## config.mk

```make
export PLATFORM = sky130hd
export DESIGN_NAME = pipe_ctrl
export DESIGN_NICKNAME = d
export VERILOG_FILES = /design/src/rtl/pipe_ctrl_pkg.sv /design/src/rtl/md_timer.sv /design/src/rtl/pipe_ctrl.sv
export SDC_FILE = /design/constraint.sdc
export NUM_CORES = 1
export LEC_CHECK = 0
export CORE_AREA = 2 2 89 91
export DETAILED_ROUTE_END_ITERATION = 8
export DIE_AREA = 0 0 91 93
export PLACE_DENSITY = 0.62
export SLEW_MARGIN = 20
export SYNTH_ARGS = -nofsm -noshare
export SYNTH_HDL_FRONTEND = slang
export SYNTH_HIERARCHICAL = 1
export SYNTH_SLANG_ARGS = --single-unit
```

## constraint.sdc

```tcl
create_clock -name clk -period 2.2 [get_ports clk]
set_input_delay 0.44 -clock clk [delete_from_list [all_inputs] [get_ports clk]]
set_output_delay 0.44 -clock clk [all_outputs]
set_load 0.05 [all_outputs]
```

## src/rtl/pipe_ctrl_pkg.sv

```systemverilog
// Shared types and sizing helpers for the pipeline hazard / mul-div sequencer.
// Imported by pipe_ctrl and md_timer.
package pipe_ctrl_pkg;

    typedef enum logic [1:0] {
        IDLE = 2'd0,
        BUSY = 2'd1,
        DONE = 2'd2
    } md_state_e;

    localparam int MUL_CYCLES_DEFAULT = 4;
    localparam int DIV_CYCLES_DEFAULT = 32;

    // Counter width: holds (max cycles - 1), never narrower than one bit.
    function automatic int cnt_width(input int mul_cycles, input int div_cycles);
        int m;
        m = (mul_cycles > div_cycles) ? mul_cycles : div_cycles;
        if (m < 2) begin
            return 1;
        end
        return $clog2(m);
    endfunction

    localparam int CNT_W = cnt_width(MUL_CYCLES_DEFAULT, DIV_CYCLES_DEFAULT);

    typedef struct packed {
        logic pc_stall;
        logic if_id_stall;
        logic if_id_flush;
        logic id_ex_flush;
        logic md_start;
    } hz_ctrl_t;

endpackage

```

## src/rtl/md_timer.sv

```systemverilog
// Occupancy timer for the shared multiply/divide unit: IDLE -> BUSY (N cycles)
// -> DONE (one cycle, HI/LO written) -> IDLE.
module md_timer
    import pipe_ctrl_pkg::*;
#(
    parameter int MUL_CYCLES = MUL_CYCLES_DEFAULT,
    parameter int DIV_CYCLES = DIV_CYCLES_DEFAULT,
    parameter int CW         = cnt_width(MUL_CYCLES, DIV_CYCLES)
) (
    input  logic      clk,
    input  logic      rst,
    input  logic      start,
    input  logic      is_div,
    output md_state_e state,
    output logic      busy,
    output logic      done
);

    localparam logic [CW-1:0] MUL_LOAD = CW'(MUL_CYCLES - 1);
    localparam logic [CW-1:0] DIV_LOAD = CW'(DIV_CYCLES - 1);

    md_state_e     state_q, state_d;
    logic [CW-1:0] cnt_q, cnt_d;

    always_comb begin
        state_d = state_q;
        cnt_d   = cnt_q;
        case (state_q)
            IDLE: begin
                if (start) begin
                    state_d = BUSY;
                    cnt_d   = is_div ? DIV_LOAD : MUL_LOAD;
                end
            end
            BUSY: begin
                // cnt == 0 marks the last busy cycle; hold it there.
                if (cnt_q == '0) begin
                    state_d = DONE;
                end else begin
                    cnt_d = cnt_q - 1'b1;
                end
            end
            DONE: begin
                state_d = IDLE;
            end
            default: begin
                state_d = IDLE;
                cnt_d   = '0;
            end
        endcase
    end

    always_ff @(posedge clk) begin
        if (rst) begin
            state_q <= IDLE;
            cnt_q   <= '0;
        end else begin
            state_q <= state_d;
            cnt_q   <= cnt_d;
        end
    end

    assign state = state_q;
    assign busy  = (state_q != IDLE);
    assign done  = (state_q == DONE);

endmodule

```

## src/rtl/pipe_ctrl.sv

```systemverilog
// Hazard detection and stall/flush control for the 5-stage core, plus issue
// sequencing of the shared mul/div unit and a saturating stall-cycle counter.
module pipe_ctrl
    import pipe_ctrl_pkg::*;
#(
    parameter int MUL_CYCLES = 4,
    parameter int DIV_CYCLES = 32
) (
    input  logic        clk,
    input  logic        rst,
    input  logic [4:0]  id_rs,
    input  logic [4:0]  id_rt,
    input  logic        id_uses_rs,
    input  logic        id_uses_rt,
    input  logic        id_is_md,
    input  logic        id_md_div,
    input  logic        id_reads_hilo,
    input  logic        ex_mem_rd,
    input  logic        ex_reg_wr,
    input  logic [4:0]  ex_waddr,
    input  logic        ex_to_pc,
    output logic        pc_stall,
    output logic        if_id_stall,
    output logic        if_id_flush,
    output logic        id_ex_flush,
    output logic        md_start,
    output logic        md_busy,
    output logic        md_done,
    output logic [31:0] stall_cnt
);

    md_state_e md_state;
    logic      md_idle;
    logic      lu_hz;
    logic      hl_hz;
    logic      mc_hz;
    hz_ctrl_t  ctrl;

    logic [31:0] stall_cnt_q, stall_cnt_d;

    md_timer #(
        .MUL_CYCLES (MUL_CYCLES),
        .DIV_CYCLES (DIV_CYCLES)
    ) u_md_timer (
        .clk    (clk),
        .rst    (rst),
        .start  (ctrl.md_start),
        .is_div (id_md_div),
        .state  (md_state),
        .busy   (md_busy),
        .done   (md_done)
    );

    assign md_idle = (md_state == IDLE);

    always_comb begin
        lu_hz = ex_mem_rd && ex_reg_wr && (ex_waddr != 5'd0) &&
                ((id_uses_rs && (id_rs == ex_waddr)) ||
                 (id_uses_rt && (id_rt == ex_waddr)));
        hl_hz = id_reads_hilo && !md_idle;
        mc_hz = id_is_md && !md_idle;
    end

    // A redirect squashes the ID instruction, so any hazard it raised is moot.
    always_comb begin
        ctrl = '0;
        if (ex_to_pc) begin
            ctrl.if_id_flush = 1'b1;
            ctrl.id_ex_flush = 1'b1;
        end else if (lu_hz || hl_hz || mc_hz) begin
            ctrl.pc_stall    = 1'b1;
            ctrl.if_id_stall = 1'b1;
            ctrl.id_ex_flush = 1'b1;
        end else begin
            ctrl.md_start = id_is_md && md_idle;
        end
    end

    assign pc_stall    = ctrl.pc_stall;
    assign if_id_stall = ctrl.if_id_stall;
    assign if_id_flush = ctrl.if_id_flush;
    assign id_ex_flush = ctrl.id_ex_flush;
    assign md_start    = ctrl.md_start;

    always_comb begin
        stall_cnt_d = stall_cnt_q;
        if (ctrl.pc_stall && (stall_cnt_q != 32'hFFFF_FFFF)) begin
            stall_cnt_d = stall_cnt_q + 32'd1;
        end
    end

    always_ff @(posedge clk) begin
        if (rst) begin
            stall_cnt_q <= '0;
        end else begin
            stall_cnt_q <= stall_cnt_d;
        end
    end

    assign stall_cnt = stall_cnt_q;

endmodule
```

==> flow_summary.yaml <==
status:
  status: "finished, violations left"
  violations: "setup timing"
die:
  initial_utilization: 0.2977
  die_area_sq_um: 8463
  die_x_microns: 91
  die_height_microns: 93
  top_level_ports: 64
  rows: 32
  core_sq_um: 7527
global_route:
  grtUsageTotal: 0.1379
  grt_max_degree: 44
  grt_overflow: 0
  grt_first_pass_wirelength_microns: 9832
  grt_antenna_before_repair: 0
  grt_pass1_vias: 2186
clocking:
  numCtsBuffers: 5
  path_clk_slew_ns: 0.08
  holdBufCountCts: 0
  worstSkewPairLatency_ns: 0.30
  cts_tree: "done"
  cts_buffer_depth: 2
  cts-root-buf: "clkbuf_8"
  htreeDepth: 2
  cts.sinks: 39
hold_path:
  hp-start: "u_md_timer/cnt_q[1]"
  min_path_cells: 2
  hp-class: "register to register"
  holdPathEnd: "u_md_timer/cnt_q[1]"
timing:
  hold_viol: 0
  setup_slack_ns: -0.06134
  rsz0062_at_grt: "true"
  post-route-period-util: 1.028
  fin_crit_ns: 2.261
  slew_headroom: 0.6536
  setup_viol: 2
  skew_ns: 0.01358
  fmax_mhz: 442.2
  tightestPinTransition_ns: 0.5180
  drv_slew: 0
setup_path:
  reg2reg_depth: 6
  critPathKind: "primary input to output port"
  worstSetupEndpointType: "output port"
  rrSetupSlack_ns: 0.26
  reg2reg_from: "stall_cnt[3]"
  start_kind: "primary input"
  required_ns: 1.76
  crit_arrival_ns: 1.82
  rr_endpoint: "stall_cnt[26]"
  worst-path-max-fanout: 2
placed_design:
  io_buffers: 63
  hpwl_microns: 4259
  globalplace.congestion: 0.8015
  place_ws_ns: -0.5166
  place_area_sq_um: 3133
power:
  total_power_uw: 1676
  clock_power_share: 0.333
  seqPwrFrac: 0.444
  ir_worst_vdd_mv: 0.3755
  power.density_nw_per_um2: 496.8
  internal_power_uw: 1199
  p_comb_frac: 0.223
  power.share.switching: 0.2845
  leakage_uw: 0.001152
  switching_power_uw: 476.7
drt:
  met2_length_microns: 2957
  ant_nets: 0
  dr_wl_met3_microns: 259
  drc: 0
  drtIter0Drc: 102
  drt_first_pass_iters: 4
  vias: 2326
  routed_wirelength_microns: 5950
  wl_met1_microns: 2695
  viasPerCell: 5.068
  wire_per_inst_microns: 12.96
  routed.top_layer: "met4"
yosys:
  avgSynthCellArea_sq_um: 8.208
  syn_inst: 273
  synthFlopType: "dfxtp_1"
  async_flop_share: 0
  ys_seq_area_frac: 0.3484
  synth_fp_nets: 301
  yosys_warnings: 6
  ys_ff_latch: 39
  synthesis.area_sq_um: 2241
  synth_cell_types: 43
  synth-edff-count: 0
layout:
  final_common_cell: "clkdlybuf4s50_1"
  final_area_sq_um: 3373
  diodes: 0
  syn_to_final_growth_pct: 50.53
  layout.nets: 384
  layout_common_cells: "clkdlybuf4s50_1 (41), dfxtp_1 (38), buf_4 (26), a21oi_1 (25), nand2_1 (19)"
  drive_above_1_share: 0.2017
  fill_cells: 776
run:
  cap_violations: 0
-- Yosys cell counts (2+ instances only) --
library cell | instances | share of area
mux2_2 | 3 | 0.015
a211o_1 | 2 | 0.0078
or4_1 | 14 | 0.047
o41ai_1 | 2 | 0.0078
clkbuf_1 | 8 | 0.013
ha_1 | 3 | 0.017
a21oi_1 | 28 | 0.063
nand2_1 | 21 | 0.035
xnor2_1 | 10 | 0.039
nand3_2 | 2 | 0.0089
and2_1 | 3 | 0.0084
and3_1 | 4 | 0.011
or3_1 | 12 | 0.033
mux2i_1 | 3 | 0.013
inv_1 | 6 | 0.010
nor2_1 | 17 | 0.028
dfxtp_1 | 39 | 0.35
o21ai_0 | 12 | 0.027
nand4_1 | 12 | 0.033
nor3_1 | 9 | 0.020
o31ai_1 | 13 | 0.044
nor4_1 | 3 | 0.0084
buf_4 | 6 | 0.020
nand3_1 | 11 | 0.025
nor2b_1 | 8 | 0.022
xor2_1 | 4 | 0.016
a211oi_1 | 2 | 0.0067
-- per-stage QoR --
stage,TNS [ns],utilization,instances,hold slack [ns]
finish,-0.1021,0.4481,459,0.4717
detailed placement,-16.86,0.4162,444,0.4649
global placement,-15.34,0.4162,444,0.4591
CTS,-0.1119,0.4370,458,0.4758
global route,-0.9190,0.4481,459,0.4909
floorplan,-0.2441,-,273,0.4450
-- worst max path at each step --
| stage | from | endpoint |
|---|---|---|
| final | ex_waddr[2] | md_start |
| after global routing | ex_waddr[2] | md_start |
| after CTS | ex_waddr[2] | md_start |
| after detailed placement | ex_waddr[4] | stall_cnt[22] |
| after global placement | ex_waddr[4] | stall_cnt[22] |
| after floorplan | ex_waddr[1] | pc_stall |
-- registers in the layout, summed over array words and instances (netlist names) --
| register | count |
|---|---|
| stall_cnt | 32 |
| u_md_timer/cnt_q | 5 |
| u_md_timer/state | 2 |
-- worst max-delay path, stage by stage --
cell and delay, ns:
buf_8 0.09, or4_4 0.52, o211ai_2 0.19, nor2_1 0.06
nor2_1 0.15, and3_4 0.23, buf_12 0.13
-- per-layer routing --
metal | GRT usage | vias to the layer above
met5 | 0 | -
met3 | 0.02981 | 5
met2 | 0.2352 | 43
met1 | 0.1764 | 1101
met4 | 0.03788 | 0
li1 | - | 1177
-- power by group through the flow --
stage | clock [uW] | sequential [uW] | combinational (uW)
after global routing | 595 | 747 | 407
after floorplan | 0 | 758 | 224
final | 557 | 744 | 375
after global placement | 0 | 758 | 340
after CTS | 573 | 743 | 360
after detailed placement | 0 | 758 | 344
-- layout make-up --
| cell class | count | area (sq um) | area share |
|---|---|---|---|
| clock inverter | 1 | 7.507 | 0.002226 |
| tap | 102 | 127.6 | 0.03783 |
| timing repair buffer | 92 | 907.1 | 0.2689 |
| clock buffer | 7 | 96.34 | 0.02856 |
| inverter | 6 | 26.28 | 0.007789 |
| sequential | 39 | 782.0 | 0.2318 |
| multi-input combinational | 212 | 1426 | 0.4228 |
-- repair_timing --
item,in CTS,in global routing
resized for setup,36,12
setup buffers,6,0
pin swaps,19,13
endpoints found under the setup margin,33,25
cloned,0,1
-- cell families (layout without fill, tap and decap cells) --
logic type,count (synthesis),count (layout),share of synthesized area
muxes,6,6,0.02848
buffers and inverters,22,106,0.04745
AOI/OAI and AO/OA,66,66,0.1943
DFF,39,39,0.3484
adders and majority gates,3,3,0.01675
xor gates and xnor gates,14,14,0.05471
and+or+nand+nor,123,123,0.3099
Power figures use the tool's default switching activity.
